## config.mk

```make
export PLATFORM = sky130hd
export DESIGN_NAME = mem_port_responder
export DESIGN_NICKNAME = d
export VERILOG_FILES = /design/src/rtl/mem_port_responder.sv
export SDC_FILE = /design/constraint.sdc
export NUM_CORES = 1
export LEC_CHECK = 0
export CAP_MARGIN = 20
export CORE_ASPECT_RATIO = 0.5
export CORE_MARGIN = 5
export CORE_UTILIZATION = 42
export CTS_CLUSTER_DIAMETER = 100
export CTS_CLUSTER_SIZE = 24
export DETAILED_ROUTE_END_ITERATION = 8
export GPL_ROUTABILITY_DRIVEN = 0
export GPL_TIMING_DRIVEN = 0
export PLACE_DENSITY = 0.89
export SLEW_MARGIN = 20
export SYNTH_ARGS = -nofsm -noshare
export SYNTH_HDL_FRONTEND = slang
export SYNTH_SLANG_ARGS = --single-unit
```

## constraint.sdc

```tcl
create_clock -name clk -period 2.4 [get_ports clk]
set_input_delay 0.24 -clock clk [delete_from_list [all_inputs] [get_ports clk]]
set_output_delay 0.24 -clock clk [all_outputs]
set_load 0.05 [all_outputs]
```

## src/rtl/mem_port_responder.sv

```systemverilog
// Memory-side responder that arbitrates split fetch/data requests onto one
// single-ported physical memory and returns one-cycle completion pulses.

module mem_port_responder_checker (
    input logic clk,
    input logic rst,
    input logic i_mem_resp,
    input logic d_mem_resp,
    input logic pmem_read,
    input logic pmem_write
);

    // Completion pulses are exclusive and last exactly one cycle.
    resp_exclusive_a: assert property (@(posedge clk) disable iff (rst)
        !(i_mem_resp && d_mem_resp));
    i_resp_pulse_a: assert property (@(posedge clk) disable iff (rst)
        i_mem_resp |=> !i_mem_resp);
    d_resp_pulse_a: assert property (@(posedge clk) disable iff (rst)
        d_mem_resp |=> !d_mem_resp);
    pmem_op_exclusive_a: assert property (@(posedge clk) disable iff (rst)
        !(pmem_read && pmem_write));

endmodule

module mem_port_responder #(
    parameter int ADDR_W       = 16,
    parameter int DATA_W       = 16,
    parameter int D_STREAK_MAX = 4
) (
    input  logic              clk,
    input  logic              rst,
    input  logic              i_mem_read,
    input  logic [ADDR_W-1:0] i_mem_address,
    output logic [DATA_W-1:0] i_mem_rdata,
    output logic              i_mem_resp,
    input  logic              d_mem_read,
    input  logic              d_mem_write,
    input  logic [1:0]        d_mem_byte_enable,
    input  logic [ADDR_W-1:0] d_mem_address,
    input  logic [DATA_W-1:0] d_mem_wdata,
    output logic [DATA_W-1:0] d_mem_rdata,
    output logic              d_mem_resp,
    output logic              pmem_read,
    output logic              pmem_write,
    output logic [ADDR_W-1:0] pmem_address,
    output logic [DATA_W-1:0] pmem_wdata,
    output logic [1:0]        pmem_byte_enable,
    input  logic [DATA_W-1:0] pmem_rdata,
    input  logic              pmem_resp
);

    localparam int SW = $clog2(D_STREAK_MAX + 1);

    typedef enum logic [1:0] {
        ST_IDLE   = 2'd0,
        ST_I_BUSY = 2'd1,
        ST_D_BUSY = 2'd2,
        ST_RESP   = 2'd3
    } state_e;

    state_e            state_q, state_d;
    logic [SW-1:0]     d_streak_q, d_streak_d;
    logic              pmem_read_q, pmem_read_d;
    logic              pmem_write_q, pmem_write_d;
    logic [ADDR_W-1:0] pmem_address_q, pmem_address_d;
    logic [DATA_W-1:0] pmem_wdata_q, pmem_wdata_d;
    logic [1:0]        pmem_byte_enable_q, pmem_byte_enable_d;
    logic [DATA_W-1:0] i_mem_rdata_q, i_mem_rdata_d;
    logic              i_mem_resp_q, i_mem_resp_d;
    logic [DATA_W-1:0] d_mem_rdata_q, d_mem_rdata_d;
    logic              d_mem_resp_q, d_mem_resp_d;

    logic d_req_s;
    logic streak_full_s;
    logic d_grant_s;
    logic i_grant_s;

    // Arbitration: D wins unless it has starved a waiting fetch for too long.
    always_comb begin
        d_req_s       = d_mem_read | d_mem_write;
        streak_full_s = (d_streak_q == SW'(D_STREAK_MAX));
        d_grant_s     = d_req_s & ~(i_mem_read & streak_full_s);
        i_grant_s     = ~d_grant_s & i_mem_read;
    end

    // State register.
    always_ff @(posedge clk or posedge rst) begin
        if (rst) begin
            state_q <= ST_IDLE;
        end else begin
            state_q <= state_d;
        end
    end

    // Next-state logic.
    always_comb begin
        state_d = state_q;
        case (state_q)
            ST_IDLE: begin
                if (d_grant_s) begin
                    state_d = ST_D_BUSY;
                end else if (i_grant_s) begin
                    state_d = ST_I_BUSY;
                end else begin
                    state_d = ST_IDLE;
                end
            end
            ST_I_BUSY, ST_D_BUSY: begin
                if (pmem_resp) begin
                    state_d = ST_RESP;
                end else begin
                    state_d = state_q;
                end
            end
            ST_RESP: begin
                state_d = ST_IDLE;
            end
            default: begin
                state_d = ST_IDLE;
            end
        endcase
    end

    // Output / datapath next values; everything holds unless the state acts on it.
    always_comb begin
        d_streak_d         = d_streak_q;
        pmem_read_d        = pmem_read_q;
        pmem_write_d       = pmem_write_q;
        pmem_address_d     = pmem_address_q;
        pmem_wdata_d       = pmem_wdata_q;
        pmem_byte_enable_d = pmem_byte_enable_q;
        i_mem_rdata_d      = i_mem_rdata_q;
        d_mem_rdata_d      = d_mem_rdata_q;
        i_mem_resp_d       = 1'b0;
        d_mem_resp_d       = 1'b0;
        case (state_q)
            ST_IDLE: begin
                if (d_grant_s) begin
                    // Read and write together count as a write.
                    pmem_read_d        = ~d_mem_write;
                    pmem_write_d       = d_mem_write;
                    pmem_address_d     = d_mem_address;
                    pmem_wdata_d       = d_mem_write ? d_mem_wdata : {DATA_W{1'b0}};
                    pmem_byte_enable_d = d_mem_write ? d_mem_byte_enable : 2'b11;
                    if (streak_full_s) begin
                        d_streak_d = d_streak_q;
                    end else begin
                        d_streak_d = d_streak_q + SW'(1);
                    end
                end else if (i_grant_s) begin
                    pmem_read_d        = 1'b1;
                    pmem_write_d       = 1'b0;
                    pmem_address_d     = i_mem_address;
                    pmem_wdata_d       = {DATA_W{1'b0}};
                    pmem_byte_enable_d = 2'b11;
                    d_streak_d         = {SW{1'b0}};
                end else begin
                    d_streak_d = d_streak_q;
                end
            end
            ST_I_BUSY: begin
                if (pmem_resp) begin
                    pmem_read_d  = 1'b0;
                    pmem_write_d = 1'b0;
                    // A fetch withdrawn before completion is silently discarded.
                    if (i_mem_read) begin
                        i_mem_rdata_d = pmem_rdata;
                        i_mem_resp_d  = 1'b1;
                    end else begin
                        i_mem_resp_d  = 1'b0;
                    end
                end else begin
                    i_mem_resp_d = 1'b0;
                end
            end
            ST_D_BUSY: begin
                if (pmem_resp) begin
                    pmem_read_d  = 1'b0;
                    pmem_write_d = 1'b0;
                    if (d_req_s) begin
                        d_mem_rdata_d = pmem_rdata;
                        d_mem_resp_d  = 1'b1;
                    end else begin
                        d_mem_resp_d  = 1'b0;
                    end
                end else begin
                    d_mem_resp_d = 1'b0;
                end
            end
            ST_RESP: begin
                i_mem_resp_d = 1'b0;
                d_mem_resp_d = 1'b0;
            end
            default: begin
                pmem_read_d  = 1'b0;
                pmem_write_d = 1'b0;
            end
        endcase
    end

    // Registered outputs and arbitration history.
    always_ff @(posedge clk or posedge rst) begin
        if (rst) begin
            d_streak_q         <= {SW{1'b0}};
            pmem_read_q        <= 1'b0;
            pmem_write_q       <= 1'b0;
            pmem_address_q     <= {ADDR_W{1'b0}};
            pmem_wdata_q       <= {DATA_W{1'b0}};
            pmem_byte_enable_q <= 2'b00;
            i_mem_rdata_q      <= {DATA_W{1'b0}};
            i_mem_resp_q       <= 1'b0;
            d_mem_rdata_q      <= {DATA_W{1'b0}};
            d_mem_resp_q       <= 1'b0;
        end else begin
            d_streak_q         <= d_streak_d;
            pmem_read_q        <= pmem_read_d;
            pmem_write_q       <= pmem_write_d;
            pmem_address_q     <= pmem_address_d;
            pmem_wdata_q       <= pmem_wdata_d;
            pmem_byte_enable_q <= pmem_byte_enable_d;
            i_mem_rdata_q      <= i_mem_rdata_d;
            i_mem_resp_q       <= i_mem_resp_d;
            d_mem_rdata_q      <= d_mem_rdata_d;
            d_mem_resp_q       <= d_mem_resp_d;
        end
    end

    assign pmem_read        = pmem_read_q;
    assign pmem_write       = pmem_write_q;
    assign pmem_address     = pmem_address_q;
    assign pmem_wdata       = pmem_wdata_q;
    assign pmem_byte_enable = pmem_byte_enable_q;
    assign i_mem_rdata      = i_mem_rdata_q;
    assign i_mem_resp       = i_mem_resp_q;
    assign d_mem_rdata      = d_mem_rdata_q;
    assign d_mem_resp       = d_mem_resp_q;

    mem_port_responder_checker u_checker (
        .clk        (clk),
        .rst        (rst),
        .i_mem_resp (i_mem_resp_q),
        .d_mem_resp (d_mem_resp_q),
        .pmem_read  (pmem_read_q),
        .pmem_write (pmem_write_q)
    );

endmodule

```

Yosys cells after proc, flatten, opt, wreduce, memory -nomap -nowiden. Index checks and enable logic that the tools add are counted.

Flip-flop bits (word level): 75. Output and inout bits: 70. Word-level logic and storage cells: 63.

Add/subtract/negate cells: 1. Eq/ne operators: 7. Multiplexer cells: 28. Bitwise operators: 7. Reductions and logical operators: 9.

Operators by type and width (count): 16-bit two-way mux (5); 1-bit two-way mux (12); 3-bit AND reduction (4); 2-bit two-way mux (5); 3-bit two-way mux (3); 2-bit one-hot mux with 3 select lines (1); 2-bit == test (second input constant) (2); 1-bit one-hot mux with 2 select lines (2); 2-bit nonzero test (2); 3-bit by 1-bit adder with 3-bit output (second input constant) (1); 1-bit bitwise AND (3); 3-bit == test (second input constant) (1); 3-bit != test (second input constant) (1); 1-bit inverter (3); 2-bit by 1-bit == test with 1-bit output (second input constant) (1); 2-bit logical NOT (1); 2-bit by 1-bit != test with 1-bit output (second input constant) (1); 2-bit != test (second input constant) (1); 2-bit AND reduction (1); 2-bit OR reduction (1); 1-bit bitwise OR (1).

Logic depth before layout (Yosys ltp).
Depth after elaboration: 9. Gate-level depth with buffers: 7.

Worst setup path after synthesis. No wires, ideal clock.

Kind: register to register. Start: reg d_streak_q[0]. End: reg pmem_address_q[13] (netlist: pmem_address[13]). Library setup time: 82 ps. Data arrival time: 1406 ps. Required time: 2318 ps. Setup slack: 912 ps. Cell stages (with the launch flop): 8. Path buffers: 2. Cells stage by stage: dfrtp_1 > inv_1 > ha_1 > and3_1 > buf_4 > clkbuf_1 > o21ai_0 > a31oi_1.

Word-level cells in the longest chain between the ends: 8. Elaborated cells between the ends (all ways): 9.

RTL lines: start: declaration (line 62) `logic [SW-1:0] d_streak_q, d_streak_d;`; start signal: assignment (line 204) `d_streak_q <= {SW{1'b0}};`; start signal: assignment (line 215) `d_streak_q <= d_streak_d;`; 3-bit == test * (line 81) `streak_full_s = (d_streak_q == SW'(D_STREAK_MAX));`; 1-bit bitwise AND * (line 82) `d_grant_s = d_req_s & ~(i_mem_read & streak_full_s);`; 1-bit inverter * (line 82); 1-bit bitwise AND * (line 82); 1-bit inverter (line 83) `i_grant_s = ~d_grant_s & i_mem_read;`; 1-bit bitwise AND (line 83); 2-bit nonzero test (no line); 2-bit AND reduction (no line); end signal: assignment (line 207) `pmem_address_q <= {ADDR_W{1'b0}};`; end signal: assignment (line 218) `pmem_address_q <= pmem_address_d;`; end: declaration (line 65) `logic [ADDR_W-1:0] pmem_address_q, pmem_address_d;`.

Every way passes the cells marked *; elsewhere a longest branch is shown, timed or not. A chain may end at the register's enable or synchronous reset.

Worst setup path after layout.
Start: reg d_streak_q[0]. End: reg pmem_address_q[10] (netlist: pmem_address[10]).

Same word-level chain as after synthesis.

==> results by group <==
Run status
  – Status: finished clean

Logic synthesis
  – Cell variety after synth: 33
  – Top_reg_cell synth: dfrtp_1
  – Post-synthesis compound-gate area fraction: approximately 14%
  – Most frequent cell after synthesis: dfrtp_1
  – Area contributors post-synth: dfrtp_1 (58%), mux2_2 (8.1%), a22o_1 (4.4%)
  – Post-synthesis sequential area ratio: 58.4%
  – Xor/xnor share of the synthesized area: 0%
  – Post-Synthesis Net Count: approximately 340
  – Largest area contributor in the netlist: dfrtp_1
  – Mapped Area: between 3000 and 4000 µm²
  – Cells after Synth: about 260
  – Synth Area in Adders: just under 2%
  – Yosys warns: 0
  – Top cells by count, synth: dfrtp_1 (75), mux2_2 (23), nand3_1 (20), nor2_1 (20), a31oi_1 (18)
  – Synthesized area per cell: about 12 µm²
  – Mux cell area share after synthesis: about an eighth
  – Async SR Flop Fraction: between 90% and 100%
  – Yosys reg bits: 75
  – Main combinational cell family by area after synthesis: compound AO/OA/AOI/OAI gates
  – Number of synthesized flops with an enable pin: 0
  – Simple-gate area share of the yosys netlist: under 10%
  – Yosys top cell area share: roughly 58%

Detailed routing
  – Total Wirelength: just over 9000 µm
  – Drt first pass iters: 4
  – Via density per instance: about 5.3
  – DR vias: between 2,000 and 3,000
  – Initial DRC count: between 100 and 150
  – Routed Antenna Nets: 0
  – Number of remaining DRC errors: 0
  – Wirelength per Cell: roughly 18 µm

CTS
  – Clock buffer depth: 2
  – Hold-fix buffers, CTS: 0
  – CTS Buf Count: 9
  – TritonCTS clock tree: yes
  – CTS HTree Levels: 3
  – Setup Buffers After CTS: 0
  – PostCTS Resize Cnt: 0
  – CTS Root Cell: clkbuf_16
  – Clock transition at path regs: 0.05 ns
  – Worst-Skew Late Latency: 0.33 ns
  – CTS Sinks: 75

Die
  – Starting Density: between 40% and 50%
  – Die area: between 9000 and 10,000 µm²
  – Core region area: between 7000 and 8000 µm²
  – # rows: 22
  – Die Ht: approximately 72 µm
  – Die width: 134 µm
  – I/O pin count: 142

Timing
  – Slew Limit Fails: 0
  – Relative slew slack: around three fifths
  – TNS Setup: 0 ns
  – Worst Tran Pin Value: 0.574 ns
  – Period utilization: roughly 78%
  – Hold_ws: ~0.20 ns
  – Fmax: between 500 and 600 MHz
  – # setup viols final: 0
  – Min cycle time layout: 1.86 ns
  – Final hold vios: 0
  – Clock Skew: approximately 0.0032 ns
  – RSZ-0062 raised after global routing: no

Setup path
  – Worst setup SP type: register
  – Crit-path max FO: 10
  – Worst Path Required: between 2 and 3 ns
  – Critical Path AT: 2.11 ns
  – Worst Setup End Kind: register
  – WS Path Type: register to register
  – R2R Setup Slk: between 0.5 and 0.6 ns

Place
  – I/O Buffers: 140
  – HPWL after DPL: slightly below 7000 µm
  – Placed Cells incl. Taps: between 400 and 500

Final layout
  – Layout cells sized above 1: between 10% and 20%
  – Layout area overhead: 56.6%
  – FILL cells: a little over 500
  – Diodes inserted: 0
  – Nets: 488
  – Non-Filler Instances: just over 500

Global route
  – First-pass GRT wire length: 14,600 µm
  – Largest net degree at the start of global routing: 48
  – Vias in the first global route: 2,858
  – Gr usage total: 19.8%
  – Initial antenna violation count: 0
  – Grt ovf: 0

Hold path
  – Hold/Removal Path Class: primary input to register

Pwr
  – VDD IR max: 0.000636 V
  – PD cells: about 1700 nW/µm²
  – Static leakage: around 0.0022 µW

Run
  – Max-cap violations: 0
## final timing paths
path,start,end,cells after the start
min in group asynchronous,rst,pmem_wdata[12],2
max,d_streak_q[0],pmem_address[10],7
min reg2reg,pmem_wdata[3],pmem_wdata[3],1
max in group asynchronous,rst,pmem_address[1],3
min,i_mem_read,state_q[0],3
max reg2reg,d_streak_q[0],pmem_address[10],7
## worst max-delay path: stages, from the launching register on
cell      delay (ns)
dfrtp_1         0.38
inv_1           0.10
ha_1            0.25
and3_1          0.17
buf_4           0.16
clkbuf_1        0.36
o21ai_0         0.14
a31oi_1         0.21
## layout make-up
| type | instances | area [µm²] | area share (%) |
|---|---|---|---|
| Sequential cell | 75 | 1880 | 37.3 |
| Timing Repair Buffer | 141 | 1430 | 28.4 |
| Multi-Input combinational cell | 155 | 1190 | 23.6 |
| Clock buffer | 12 | 256 | 5.09 |
| Tap cell | 96 | 120 | 2.39 |
| Buffer | 18 | 109 | 2.16 |
| Inverter | 11 | 43.8 | 0.870 |
| Clock inverter | 2 | 12.5 | 0.248 |
## metal layers
metal | routed length, µm | GRT usage, % | vias up
li1 | - | - | 1249
met1 | 3560 | 21.9 | 1359
met2 | 5070 | 36.5 | 71
met3 | 311 | 4.42 | 26
met4 | 302 | 9.81 | 0
met5 | 0 | 0 | -
## placed cells by master (no fill, tap or decap), types with 4 or more instances in the layout
master	instances
dfrtp_1	75
o21ai_0	16
mux2_4	9
a31oi_1	18
nand3_1	20
clkbuf_1	8
inv_1	10
mux2_2	23
buf_2	6
nor2_1	20
a22o_1	16
clkbuf_16	9
ha_1	5
clkdlybuf4s50_1	140
buf_6	4
## metrics by stage
stage / area (µm²) / power, µW / util (%) / worst slack, ns
2_1_floorplan: 3220 / 5480 / - / 0.250
3_3_place_gp: 4740 / 7040 / 64.2 / -0.936
3_5_place_dp: 4770 / 7160 / 64.6 / 0.269
4_1_cts: 5040 / 8430 / 68.3 / 0.561
5_1_grt: 5040 / 8760 / 68.3 / 0.414
6_report: 5040 / 8380 / 68.3 / 0.539
## cells by family after synthesis
group,Yosys count
flops,75
compound gates,65
simple gates,51
mux,34
buf+inv,29
fa+ha+maj,5
## power by group
part           switching, µW  total, µW  internal [µW]
clock                    491       1230            743
sequential               344       2240           1890
combinational           3120       4910           1790
total                   3950       8380           4430
## state kept, by name, summed over array words and instances, names as in the netlist
register,count
d_mem_resp,1
d_mem_rdata,16
pmem_address,16
pmem_byte_enable,2
d_streak_q,3
i_mem_resp,1
state_q,2
pmem_write,1
pmem_wdata,16
i_mem_rdata,16
pmem_read,1
Note: power is estimated with default switching activity, not from simulation.
